## src/rtl/bus_pkg.sv

```systemverilog
// Shared definitions for the M65C02 CPU-side bus bridge.
//   IO_* : core IO_Op encodings
//   MC_ACCESS : microcycle in which the bus access is performed
//   bus_state_t / ST_* : bridge FSM state encoding
//   idx_w() : index width that stays legal for a single slave
package bus_pkg;

  localparam logic [1:0] IO_NONE  = 2'b00;
  localparam logic [1:0] IO_WRITE = 2'b01;
  localparam logic [1:0] IO_READ  = 2'b10;
  localparam logic [1:0] IO_FETCH = 2'b11;

  localparam logic [2:0] MC_ACCESS = 3'b111;

  typedef logic [0:0] bus_state_t;
  localparam bus_state_t ST_IDLE = 1'b0;
  localparam bus_state_t ST_WAIT = 1'b1;

  function automatic int idx_w(input int n);
    return (n > 1) ? $clog2(n) : 1;
  endfunction

endpackage

```

## src/rtl/bus_prio_sel.sv

```systemverilog
// Lowest-index priority encoder with read-data mux.
//   sel_i   : candidate select vector
//   rdata_i : packed slave read data, slave i at [8i+7:8i]
//   idx_o   : index of the lowest asserted select bit
//   vld_o   : at least one select bit is asserted
//   rdata_o : read data of the winning slave (0 when none)
module bus_prio_sel
  import bus_pkg::*;
#(
  parameter int N  = 8,
  parameter int IW = idx_w(N)
) (
  input  logic [N-1:0]   sel_i,
  input  logic [8*N-1:0] rdata_i,
  output logic [IW-1:0]  idx_o,
  output logic           vld_o,
  output logic [7:0]     rdata_o
);

  // Scan from the top down so the lowest asserted index is the last write.
  always_comb begin
    idx_o   = '0;
    vld_o   = 1'b0;
    rdata_o = '0;
    for (int i = N - 1; i >= 0; i--) begin
      if (sel_i[i]) begin
        idx_o   = IW'(i);
        vld_o   = 1'b1;
        rdata_o = rdata_i[8*i +: 8];
      end
    end
  end

endmodule

```

## src/rtl/m65c02_bus_bridge.sv

```systemverilog
// Bus bridge between the M65C02 core and NUM_SLAVES memory/peripheral slaves.
// Decodes IO_Op/MC into one-cycle slave strobes, stretches the core with
// cpu_wait until the selected slave is ready, and registers read data.
// Optional macro BUS_TIMEOUT_EN adds a WAIT timeout watchdog and err_timeout.
//   clk, rst_n           : clock, async active-low reset
//   cpu_addr/_data_out   : core address / write data
//   cpu_io_op, cpu_mc    : core IO_Op and microcycle
//   cpu_data_in          : registered read data to core
//   cpu_wait             : stall request to core
//   slv_sel/_ready/_rdata: per-slave select, ready, read data
//   slv_we/_re/_wdata    : one-hot write/read strobes, write data
//   err_*                : sticky error flags, first-error address, clear
module m65c02_bus_bridge
  import bus_pkg::*;
#(
  parameter int         NUM_SLAVES     = 8,
  parameter int         TIMEOUT_CYCLES = 64,
  parameter logic [7:0] DEFAULT_RDATA  = 8'hFF,
  parameter logic [7:0] RESET_RDATA    = 8'hEA
) (
  input  logic                    clk,
  input  logic                    rst_n,
  input  logic [15:0]             cpu_addr,
  input  logic [7:0]              cpu_data_out,
  input  logic [1:0]              cpu_io_op,
  input  logic [2:0]              cpu_mc,
  output logic [7:0]              cpu_data_in,
  output logic                    cpu_wait,
  input  logic [NUM_SLAVES-1:0]   slv_sel,
  output logic [NUM_SLAVES-1:0]   slv_we,
  output logic [NUM_SLAVES-1:0]   slv_re,
  output logic [7:0]              slv_wdata,
  input  logic [8*NUM_SLAVES-1:0] slv_rdata,
  input  logic [NUM_SLAVES-1:0]   slv_ready,
  output logic                    err_timeout,
  output logic                    err_unmapped,
  output logic [15:0]             err_addr,
  input  logic                    err_clr
);

  localparam int IW = idx_w(NUM_SLAVES);

  bus_state_t            state_q, state_d;
  logic [NUM_SLAVES-1:0] win_mask_q;
  logic [15:0]           addr_q;
  logic                  rd_q;
  logic [7:0]            data_q;
  logic                  err_unm_q;
  logic [15:0]           err_addr_q;

  logic [NUM_SLAVES-1:0] sel_eff, win_oh;
  logic [IW-1:0]         win_idx;
  logic                  win_vld, win_rdy, access, rd_now, timeout_w;
  logic [7:0]            win_rdata, ld_val;
  logic                  ld_data, set_unm, set_to;
  logic [15:0]           err_a;

  // In WAIT the latched winner replaces the live selects, so a decoder that
  // changes its mind mid-access cannot redirect completion or read data.
  assign sel_eff = (state_q == ST_WAIT) ? win_mask_q : slv_sel;

  bus_prio_sel #(.N(NUM_SLAVES), .IW(IW)) u_prio (
    .sel_i   (sel_eff),
    .rdata_i (slv_rdata),
    .idx_o   (win_idx),
    .vld_o   (win_vld),
    .rdata_o (win_rdata)
  );

  // rst_n gates the combinational outputs so reset silences them at once.
  assign access  = rst_n && (state_q == ST_IDLE) && (cpu_mc == MC_ACCESS) &&
                   (cpu_io_op != IO_NONE);
  assign rd_now  = cpu_io_op[1];  // read and fetch
  assign win_oh  = NUM_SLAVES'(1) << win_idx;
  assign win_rdy = win_vld && slv_ready[win_idx];

  assign slv_we    = (access && win_vld && cpu_io_op == IO_WRITE) ? win_oh : '0;
  assign slv_re    = (access && win_vld && rd_now) ? win_oh : '0;
  assign slv_wdata = cpu_data_out;

`ifdef BUS_TIMEOUT_EN
  localparam int CW = $clog2(TIMEOUT_CYCLES + 1);
  logic [CW-1:0] cnt_q;
  logic          err_to_q;

  // cnt_q counts WAIT cycles already spent, so the TIMEOUT_CYCLES-th
  // WAIT cycle is the forced-completion cycle.
  assign timeout_w = (state_q == ST_WAIT) && (cnt_q == CW'(TIMEOUT_CYCLES - 1));

  always_ff @(posedge clk or negedge rst_n) begin
    if (!rst_n)                  cnt_q <= '0;
    else if (access)             cnt_q <= '0;
    else if (state_q == ST_WAIT) cnt_q <= cnt_q + CW'(1);
  end

  always_ff @(posedge clk or negedge rst_n) begin
    if (!rst_n)       err_to_q <= 1'b0;
    else if (err_clr) err_to_q <= 1'b0;
    else if (set_to)  err_to_q <= 1'b1;
  end

  assign err_timeout = err_to_q;
`else
  assign timeout_w   = 1'b0;
  assign err_timeout = 1'b0;
`endif

  always_comb begin
    state_d  = state_q;
    cpu_wait = 1'b0;
    ld_data  = 1'b0;
    ld_val   = win_rdata;
    set_unm  = 1'b0;
    set_to   = 1'b0;
    err_a    = cpu_addr;
    case (state_q)
      ST_IDLE: begin
        if (access) begin
          if (!win_vld) begin
            set_unm = 1'b1;
            ld_data = rd_now;
            ld_val  = DEFAULT_RDATA;
          end else if (win_rdy) begin
            ld_data = rd_now;
          end else begin
            cpu_wait = 1'b1;
            state_d  = ST_WAIT;
          end
        end
      end
      default: begin
        err_a = addr_q;
        // Ready takes precedence over a coinciding timeout.
        if (win_rdy) begin
          ld_data = rd_q;
          state_d = ST_IDLE;
        end else if (timeout_w) begin
          ld_data = rd_q;
          ld_val  = DEFAULT_RDATA;
          set_to  = 1'b1;
          state_d = ST_IDLE;
        end else begin
          cpu_wait = 1'b1;
        end
      end
    endcase
  end

  always_ff @(posedge clk or negedge rst_n) begin
    if (!rst_n) begin
      state_q    <= ST_IDLE;
      win_mask_q <= '0;
      addr_q     <= '0;
      rd_q       <= 1'b0;
      data_q     <= RESET_RDATA;
    end else begin
      state_q <= state_d;
      if (access) begin
        win_mask_q <= win_oh;
        addr_q     <= cpu_addr;
        rd_q       <= rd_now;
      end
      if (ld_data) data_q <= ld_val;
    end
  end

  always_ff @(posedge clk or negedge rst_n) begin
    if (!rst_n) begin
      err_unm_q  <= 1'b0;
      err_addr_q <= '0;
    end else if (err_clr) begin
      err_unm_q  <= 1'b0;
      err_addr_q <= '0;
    end else begin
      if (set_unm) err_unm_q <= 1'b1;
      // Only the first error since the last clear records its address.
      if ((set_unm || set_to) && !(err_unm_q || err_timeout)) err_addr_q <= err_a;
    end
  end

  assign cpu_data_in  = data_q;
  assign err_unmapped = err_unm_q;
  assign err_addr     = err_addr_q;

endmodule

```

## config.mk

```make
export PLATFORM = sky130hd
export DESIGN_NAME = m65c02_bus_bridge
export DESIGN_NICKNAME = d
export VERILOG_FILES = /design/src/rtl/bus_pkg.sv /design/src/rtl/bus_prio_sel.sv /design/src/rtl/m65c02_bus_bridge.sv
export SDC_FILE = /design/constraint.sdc
export NUM_CORES = 1
export LEC_CHECK = 0
export BUFFER_PORTS_ARGS = -buffer_cell sky130_fd_sc_hd__buf_4
export CAP_MARGIN = 10
export CORE_UTILIZATION = 46
export DETAILED_ROUTE_END_ITERATION = 16
export PLACE_DENSITY = 0.8
export SLEW_MARGIN = 20
export SYNTH_ARGS = -nofsm -noshare
export SYNTH_HDL_FRONTEND = slang
export SYNTH_SLANG_ARGS = --single-unit
```

## constraint.sdc

```tcl
create_clock -name clk -period 3.02 [get_ports clk]
set_input_delay 0.604 -clock clk [delete_from_list [all_inputs] [get_ports clk]]
set_output_delay 0.604 -clock clk [all_outputs]
set_load 0.02 [all_outputs]
```

==> impl_metrics.csv, run 1 <==
group,metric,value,unit
timing,fin_worst_skew,0.01080,ns
floorplan,dieArea,7329,um2
logic_synthesis,synth_area,3216,um2
timing,setup_tns,-0.1656,ns
floorplan,rows,30,
setup_path,worstReg2RegEnd,"cpu_data_in[0]$_DFFE_PN0P_",
placed_design,dp_hpwl,7.887,mm
timing,hold_viol,0,
setup_path,rrSetupSlack,0.28,ns
placed_design,pre_cts_ws,-0.1044,ns
final_layout,antennaDiodeCount,0,
detailed_routing,drt-initial-drc-count,155,
clock_network,ctsHoldBuffers,0,
detailed_routing,via_per_inst,5.756,
floorplan,die_w,85.61,um
power_and_ir_drop,cellPowerDensity,410.3,nW/um2
power_and_ir_drop,p_leak,2.160,nW
clock_network,cts_tree,"yes",
detailed_routing,wl_per_cell,18.06,um
clock_network,clock_sinks,51,
grt,grt_pass1_vias,3529,
logic_synthesis,synth-seq-cells,51,
detailed_routing,firstDrtPassIters,4,
timing,fin_crit_sh,103.4,%
timing,setup_viol,3,
timing,slew_headroom,54.06,%
floorplan,initial_core_util,47.59,%
logic_synthesis,synthFlopType,"dfrtp_1",
status,outcome,"finished with violations",
logic_synthesis,synth_area_leaders,"dfrtp_1 (36%), nand2_1 (8.1%), mux2i_1 (5.9%), nor2_1 (5.6%), a211oi_2 (5.4%)",
setup_path,cp_max_fo,6,
floorplan,coreArea,6756,um2
clock_network,htreeDepth,2,
setup_path,critical_path_required,2.42,ns
setup_path,crit_type,"flop to primary output",
logic_synthesis,async_flop_share,100.0,%
detailed_routing,drc,0,
timing,fmax,320.4,MHz
setup_path,reg2regPathDepth,11,
logic_synthesis,syn-num-nets,477,
setup_path,end_kind,"primary output",
grt,grt_pass1_wl,17.07,mm
detailed_routing,route.final.wire_length,10.80,mm
clock_network,clk_pin_slew,0.09,ns
timing,rsz0062_at_grt,"true",
floorplan,pin_count,163,
power_and_ir_drop,ir_drop,262.5,uV
setup_path,worstPathArrival,2.52,ns
hold_path,min_path_type,"input port to async pin",
grt,grt_max_degree,52,
logic_synthesis,avgSynthCellArea,8.810,um2
logic_synthesis,postSynthCellCount,365,
floorplan,die_height,85.61,um
setup_path,cp-start-kind,"flop",
clock_network,cts_buffers,5,
timing,drv_slew,0,
setup_path,rr_startpoint,"state_q$_DFF_PN0_",
grt,antenna_found_initial,0,
logic_synthesis,synth_top_cell_area_share,35.80,%
placed_design,portBuffers,145,
final_layout,syn_to_final_growth,45.29,%
final_layout,post-route-util,69.15,%
final_layout,layout-drive-gt1-share,43.05,%
flow_run,cap_violations,0,
grt,overflow,0,
placed_design,gp_congestion,0.9276,
final_layout,num-nets-final,629,
detailed_routing,num_vias,3442,
timing,fin_crit,3.121,ns
timing,setup_ws,-0.1014,ns
detailed_routing,ant_nets,0,
logic_synthesis,seq_area_frac_synth,39.88,%
logic_synthesis,yosysUniqueCellTypes,52,
clock_network,clock_latency,0.31,ns
timing,worstMarginPinSlew,0.6891,ns
logic_synthesis,yosys_warnings,0,
logic_synthesis,synth_edf_count,0,
clock_network,clk_path_buf_depth,2,
grt,grt_usage,29.79,%
logic_synthesis,yosys.area.top_type,"dfrtp_1",
clock_network,cts_root_buf,"clkbuf_8",
status,violations,"negative setup slack",
## Yosys cell counts (9+ instances only)
| cell type | instances |
|---|---|
| clkbuf_1 | 11 |
| dfrtp_1 | 46 |
| o21ai_0 | 11 |
| o221ai_1 | 16 |
| nor2_1 | 48 |
| a21oi_1 | 13 |
| a211oi_2 | 14 |
| inv_1 | 9 |
| buf_4 | 11 |
| a221oi_1 | 9 |
| nand2_1 | 69 |
| mux2i_1 | 19 |
## metrics by stage
| stage | power, mW | cell area, um2 | hold WS (ns) | std cells |
|---|---|---|---|---|
| 3_5_place_dp | 1.501 | 4413 | 0.4668 | 581 |
| 4_1_cts | 1.915 | 4612 | 0.4571 | 595 |
| 5_1_grt | 2.030 | 4672 | 0.4732 | 598 |
| 6_report | 1.917 | 4672 | 0.4310 | 598 |
| 3_3_place_gp | 1.482 | 4413 | 0.4572 | 581 |
| 2_1_floorplan | 1.211 | 3216 | 0.3084 | 365 |
## critical path, cell delays in order, from the launching register on
cell,delay [ns]
dfrtp_2,0.44
buf_12,0.14
or3_4,0.35
a221oi_4,0.31
o21ai_2,0.13
a221o_1,0.28
o211ai_1,0.13
a21oi_1,0.10
nor2_1,0.17
buf_4,0.17
## worst max path at each step
| stage | slack (ns) | endpoint | start | depth (start not counted) |
|---|---|---|---|---|
| after floorplan | 0.10 | cpu_wait | slv_sel[4] | 7 |
| after global placement | -0.07 | cpu_wait | slv_sel[4] | 9 |
| after detailed placement | -0.10 | cpu_wait | slv_sel[4] | 9 |
| after global routing | -0.21 | cpu_wait | state_q$_DFF_PN0_ | 9 |
| final | -0.10 | cpu_wait | state_q$_DFF_PN0_ | 9 |
| after CTS | -0.05 | cpu_wait | state_q$_DFF_PN0_ | 9 |
## final cells by class
| cell class | instances | area, um2 |
|---|---|---|
| inverter | 9 | 33.78 |
| clock buffer | 7 | 76.32 |
| clock inverter | 1 | 7.507 |
| sequential | 51 | 1284 |
| tap | 80 | 100.1 |
| multi-input combinational | 275 | 1813 |
| timing repair buffer | 175 | 1358 |
| fill | 546 | 2085 |
## placed cells by master (no fill, tap or decap), types with 4 or more instances in the layout
| cell | instances |
|---|---|
| nand2b_1 | 4 |
| o221ai_1 | 16 |
| a21oi_1 | 13 |
| buf_4 | 168 |
| o31ai_1 | 8 |
| nand2_1 | 69 |
| nor2_1 | 45 |
| inv_1 | 9 |
| o21ai_0 | 10 |
| clkbuf_8 | 5 |
| dfrtp_1 | 45 |
| buf_6 | 5 |
| a221oi_1 | 8 |
| a211oi_2 | 14 |
| mux2i_1 | 18 |
| nand3_1 | 5 |
| a22oi_1 | 8 |
| o21ai_1 | 5 |
| dfstp_2 | 5 |
## registers in the layout (all words and copies together) (netlist names)
name / count
addr_q: 16
cpu_data_in: 8
err_addr: 16
err_unmapped: 1
rd_q: 1
state_q: 1
win_mask_q: 8
## per-layer routing
layer	global-route usage (%)	wire length (um)
met1	32.48	4017
met2	52.36	5276
met3	9.528	1013
met4	14.55	490
met5	0	0
## cell families after synthesis
family / count (synthesis) / synth area share [%]
other cells: 1 / 0.1166
flops: 51 / 39.88
compound gates: 100 / 25.53
mux: 23 / 7.315
simple gates: 151 / 20.86
buf+inv: 39 / 6.303
## power breakdown
group          total [mW]  internal [mW]  switching (mW)
Combinational       0.645          0.310           0.335
Clock               0.391          0.165           0.226
Sequential          0.881          0.811          0.0708
## timing repair
action | 4_1_cts | 5_1_grt
setup endpoints to repair | 16 | 17
pin swaps | 4 | 8
resized for setup | 13 | 10
buffers inserted | 6 | 3
Power figures use the tool's default switching activity.
==> inputs of run 2 (changes only) <==
--- a/config.mk
+++ b/config.mk
@@ -7,6 +7,7 @@
 export LEC_CHECK = 0
 export BUFFER_PORTS_ARGS = -buffer_cell sky130_fd_sc_hd__buf_4
 export CAP_MARGIN = 10
+export CORE_MARGIN = 4
 export CORE_UTILIZATION = 46
 export DETAILED_ROUTE_END_ITERATION = 16
 export PLACE_DENSITY = 0.8
==> run 2 against run 1 <==
  * The flow still finishes with violations (negative setup slack)
  * Clock power down 2%
  * Cell count up 4.7%
  * Utilization up 1.6 points
  * Total power up 0.53%
  * Count of clock-buffer cells in the layout down 1
  * Final area up 2.9%
  * Register-to-register slack worse by 0.35 ns
  * Fmax up 0.54%
  * Worst hold slack better by 0.012 ns
  * Sequential power about the same
  * Worst setup slack better by 0.017 ns
  * First-iteration DRC count up 9.7%
  * Largest power group unchanged
==> impl_metrics.csv, run 2 (synthesized netlist as in run 1, its figures left out) <==
group,metric,value,unit
status,outcome,"finished with violations",
status,violations,"negative setup slack",
placed_design,pre_cts_ws,-0.05961,ns
grt,overflow,0,
grt,grt_pass1_vias,3465,
setup_path,end_kind,"primary output",
detailed_routing,num_vias,3445,
final_layout,layout_commonest_cell,"buf_4",
detailed_routing,drt-initial-drc-count,170,
power_and_ir_drop,p_comb_share,34.6,%
clock_network,htreeDepth,2,
power_and_ir_drop,seqPwrFrac,45.6,%
timing,setup_viol,11,
power_and_ir_drop,p_total,1.927,mW
timing,hold_viol,0,
grt,grt_use_met2,45.59,%
clock_network,cts_root_buf,"clkbuf_8",
timing,worstMarginPinSlew,0.6274,ns
power_and_ir_drop,ir_drop,303.4,uV
clock_network,clock_latency,0.29,ns
placed_design,portBuffers,145,
setup_path,worstReg2RegEnd,"state_q$_DFF_PN0_",
timing,fin_crit_sh,102.8,%
power_and_ir_drop,cellPowerDensity,400.6,nW/um2
setup_path,critical_path_required,2.42,ns
floorplan,initial_core_util,47.33,%
floorplan,rows,30,
power_and_ir_drop,switching_share,32.66,%
clock_network,cts_tree,"yes",
floorplan,die_height,91.61,um
grt,grt-busiest-layer,"met2",
final_layout,syn_to_final_growth,49.57,%
grt,use_met1,31.16,%
grt,antenna_found_initial,0,
floorplan,dieArea,8392,um2
power_and_ir_drop,p_leak,2.229,nW
setup_path,rr_startpoint,"state_q$_DFF_PN0_",
detailed_routing,ant_nets,0,
placed_design,gp_congestion,0.9115,
grt,grt_usage,25.59,%
grt,grt_max_degree,52,
grt,grt_pass1_wl,17.39,mm
timing,fmax,322.1,MHz
final_layout,num-nets-final,641,
detailed_routing,route.final.wire_length,11.00,mm
setup_path,cp_max_fo,6,
clock_network,clk_path_buf_depth,2,
power_and_ir_drop,p_switching,0.6294,mW
setup_path,rrSetupSlack,-0.07,ns
power_and_ir_drop,intPower,1.297,mW
placed_design,dp_hpwl,8.274,mm
final_layout,layout_common_cells,"buf_4 (181), nand2_1 (69), nor2_1 (45), dfrtp_1 (45), mux2i_1 (19)",
timing,setup_ws,-0.08450,ns
detailed_routing,wl_per_cell,17.58,um
flow_run,cap_violations,0,
final_layout,antennaDiodeCount,0,
detailed_routing,firstDrtPassIters,5,
setup_path,crit_type,"flop to primary output",
setup_path,cp-startpoint,"state_q$_DFF_PN0_",
setup_path,reg2regPathDepth,16,
grt,use_met3,6.645,%
floorplan,pin_count,163,
clock_network,clk_pin_slew,0.09,ns
hold_path,min_path_type,"input port to async pin",
power_and_ir_drop,p_clk_share,19.8,%
floorplan,die_w,91.61,um
timing,rsz0062_at_grt,"true",
setup_path,worstPathArrival,2.50,ns
timing,fin_crit,3.105,ns
timing,slew_headroom,58.18,%
final_layout,layout-drive-gt1-share,45.47,%
timing,drv_slew,0,
floorplan,coreArea,6794,um2
detailed_routing,via_per_inst,5.503,
timing,fin_worst_skew,0.008021,ns
setup_path,cp-start-kind,"flop",
clock_network,clock_sinks,51,
detailed_routing,drc,0,
clock_network,cts_buffers,5,
## run 2: changes by cell type in the layout (fill, tap and decap cells not counted), moves of 2 or more
cell     before  now
nor2_2        2    4
nand3_1       5    3
nand3_2       1    3
nor3b_1       3    1
buf_4       168  181
nor2_4        2    0
## run 2: critical path: stages, from the launching register on
cell,delay [ns]
dfrtp_2,0.42
buf_2,0.17
or3_4,0.40
a221oi_4,0.26
nor2_1,0.11
a221o_1,0.32
o311ai_4,0.10
a21oi_1,0.10
nor2_1,0.15
buf_4,0.17
## run 2: how the worst max path moves through the flow
stage	end	cells after the start
final	cpu_wait	9
after global routing	cpu_wait	9
after CTS	cpu_wait	9
after detailed placement	cpu_wait	9
after global placement	cpu_wait	9
after floorplan	cpu_wait	7
## run 2: cell type report
| type | instances | area (um2) |
|---|---|---|
| fill | 561 | 1984 |
| multi-input combinational | 275 | 1858 |
| timing repair buffer | 187 | 1429 |
| sequential | 51 | 1284 |
| tap | 96 | 120.1 |
| clock buffer | 6 | 72.57 |
| inverter | 9 | 33.78 |
| clock inverter | 2 | 12.51 |
## run 2: power groups by stage
stage	clock, mW	sequential, mW	combinational, mW
2_1_floorplan	0	0.933	0.277
3_3_place_gp	0	0.890	0.601
3_5_place_dp	0	0.895	0.611
4_1_cts	0.395	0.879	0.653
5_1_grt	0.424	0.893	0.722
6_report	0.382	0.878	0.667
## run 2: what timing repair did
item                                    4_1_cts  5_1_grt
endpoints found under the setup margin       16       17
buffers inserted                             16        2
hold buffers                                  0        0
pin swaps                                    12        2
resized for setup                            21       10
## run 2: per-layer routing
layer | up-vias | part of all wire, %
met5 | - | 0
met4 | 0 | 1.6
met3 | 14 | 8.2
met2 | 169 | 51
met1 | 1618 | 40
li1 | 1644 | -
## run 2: through the flow
stage	setup TNS [ns]	utilization (%)	area [um2]	hold WS, ns	instances
2_1_floorplan	0	-	3216	0.3084	365
3_3_place_gp	-0.02725	65.58	4456	0.4572	600
3_5_place_dp	-0.05961	65.58	4456	0.4623	600
4_1_cts	-0.04569	69.85	4746	0.4645	624
5_1_grt	-1.429	70.79	4810	0.4847	626
6_report	-0.3365	70.79	4810	0.4430	626
==> inputs of run 3 (changes only) <==
--- a/config.mk
+++ b/config.mk
@@ -9,6 +9,7 @@
 export CAP_MARGIN = 10
 export CORE_MARGIN = 4
 export CORE_UTILIZATION = 46
+export CTS_BUF_LIST = sky130_fd_sc_hd__clkbuf_8 sky130_fd_sc_hd__clkbuf_16
 export DETAILED_ROUTE_END_ITERATION = 16
 export PLACE_DENSITY = 0.8
 export SLEW_MARGIN = 20
==> run 3 against run 2 <==
  * The flow still finishes with violations (negative setup slack)
  * Final area is the same
  * Non-clock buffer count unchanged
  * Clock power down 2%
  * Combinational power about the same
  * Sequential share of layout area unchanged
  * Count of clock-buffer cells in the layout is 1 lower
  * Sequential power barely moved
  * Cell count unchanged
  * Sequential cell count unchanged
  * Global-route usage unchanged
  * Worst hold slack improved by 0.0031 ns
  * Register-to-register slack about the same
  * Critical path type unchanged
==> impl_metrics.csv, run 3 (synthesized netlist as in run 1, its figures left out) <==
group,metric,value,unit
setup_path,rr_startpoint,"state_q$_DFF_PN0_",
status,outcome,"finished with violations",
setup_path,worstPathArrival,2.50,ns
clock_network,clock_sinks,51,
clock_network,cts_tree,"yes",
setup_path,end_kind,"primary output",
setup_path,reg2regPathDepth,16,
final_layout,fillers,561,
placed_design,place_inst,600,
floorplan,pin_count,163,
final_layout,final_area,4810,um2
detailed_routing,num_vias,3442,
timing,drv_slew,0,
placed_design,post_dp_cell_area,4456,um2
status,violations,"negative setup slack",
clock_network,cts_root_buf,"clkbuf_8",
setup_path,worstReg2RegEnd,"state_q$_DFF_PN0_",
floorplan,die_height,91.61,um
setup_path,worstPathCellList,"buf_2 -> or3_4 -> a221oi_4 -> nor2_1 -> a221o_1 -> o311ai_4 -> a21oi_1 -> nor2_1 -> buf_4",
detailed_routing,drc,0,
setup_path,cp-start-kind,"flop",
setup_path,cp_max_fo,6,
grt,grt_usage,25.59,%
detailed_routing,drt-initial-drc-count,170,
setup_path,slowest_delay,0.42,ns
grt,overflow,0,
timing,fin_crit_sh,102.7,%
detailed_routing,route.final.wire_length,11.00,mm
setup_path,cp-startpoint,"state_q$_DFF_PN0_",
flow_run,cap_violations,0,
placed_design,portBuffers,145,
detailed_routing,ant_nets,0,
placed_design,gp_congestion,0.9115,
timing,worstMarginPinSlew,0.6297,ns
final_layout,num-nets-final,641,
grt,grt_pass1_wl,17.39,mm
timing,setup_ws,-0.08257,ns
final_layout,layout-drive-gt1-share,45.47,%
floorplan,die_w,91.61,um
setup_path,crit_top_cell,"nor2_1",
floorplan,rows,30,
final_layout,finalNonFillerCells,626,
clock_network,clk_pin_slew,0.09,ns
power_and_ir_drop,p_leak,2.234,nW
setup_path,rrSetupSlack,-0.07,ns
timing,slew_headroom,58.02,%
clock_network,clock_latency,0.29,ns
clock_network,cts_buffers,5,
timing,hold_ws,0.4461,ns
placed_design,dp_hpwl,8.274,mm
timing,rsz0062_at_grt,"true",
power_and_ir_drop,cellPowerDensity,399.2,nW/um2
timing,hold_viol,0,
floorplan,coreArea,6794,um2
detailed_routing,firstDrtPassIters,5,
final_layout,layout_commonest_cell,"buf_4",
detailed_routing,wl_per_cell,17.57,um
clock_network,clk_path_buf_depth,2,
final_layout,layout_common_cells,"buf_4 (181), nand2_1 (69), nor2_1 (45), dfrtp_1 (45), mux2i_1 (19)",
timing,fin_crit,3.103,ns
grt,antenna_found_initial,0,
power_and_ir_drop,ir_drop,303.4,uV
detailed_routing,via_per_inst,5.498,
floorplan,initial_core_util,47.33,%
hold_path,min_path_type,"input port to async pin",
timing,setup_tns,-0.3306,ns
timing,setup_viol,11,
timing,fmax,322.3,MHz
grt,grt_pass1_vias,3465,
setup_path,crit_type,"flop to primary output",
timing,fin_worst_skew,0.008775,ns
clock_network,htreeDepth,2,
floorplan,dieArea,8392,um2
final_layout,syn_to_final_growth,49.57,%
setup_path,critical_path_required,2.42,ns
final_layout,antennaDiodeCount,0,
grt,grt_max_degree,52,
setup_path,cp_slowest_cell,"dfrtp_2",
run 3: where the power goes:
part           leakage [nW]  internal, mW  switching [mW]
combinational          1.53         0.324           0.342
clock                0.0453         0.159           0.216
sequential            0.656         0.811          0.0677
run 3: how the worst max path moves through the flow:
| stage | to | slack, ns |
|---|---|---|
| 6_report | cpu_wait | -0.08 |
| 5_1_grt | cpu_wait | -0.19 |
| 4_1_cts | cpu_wait | -0.04 |
| 3_5_place_dp | cpu_wait | -0.06 |
| 3_3_place_gp | cpu_wait | -0.02 |
| 2_1_floorplan | cpu_wait | 0.10 |
run 3: cell type report:
cell class | instances | area (um2) | share of cell area (%)
Inverter | 9 | 33.78 | 0.7024
Tap cell | 96 | 120.1 | 2.497
Sequential cell | 51 | 1284 | 26.69
Multi-Input combinational cell | 275 | 1858 | 38.63
Clock inverter | 3 | 16.27 | 0.3382
Timing Repair Buffer | 187 | 1429 | 29.71
Clock buffer | 5 | 68.82 | 1.431
run 3: layer usage:
metal / up-vias / track usage, % / wire (um)
met3: 14 / 6.645 / 894
met5: - / 0 / 0
met2: 162 / 45.59 / 5575
met1: 1622 / 31.16 / 4352
met4: 0 / 5.025 / 173
li1: 1644 / - / -
run 3: worst max-delay path: cells and delay by family (launching register included):
family	cells	cell delay (ns)
AO/OA/AOI/OAI	4	0.78
buffers and inverters	2	0.34
flip-flops	1	0.42
AND/OR/NAND/NOR	3	0.66
run 3: timing repair:
| item | CTS | global route |
|---|---|---|
| setup endpoints to repair | 16 | 17 |
| setup buffers | 16 | 2 |
| pin swaps | 12 | 2 |
| hold buffers | 0 | 0 |
| gates resized for setup | 21 | 10 |
run 3: metrics by stage:
stage | setup WS [ns] | util, % | power [mW]
floorplan | 0.1010 | - | 1.211
global placement | -0.02441 | 65.58 | 1.491
detailed placement | -0.05961 | 65.58 | 1.506
CTS | -0.04108 | 69.85 | 1.923
global route | -0.1917 | 70.79 | 2.036
finish | -0.08257 | 70.79 | 1.920
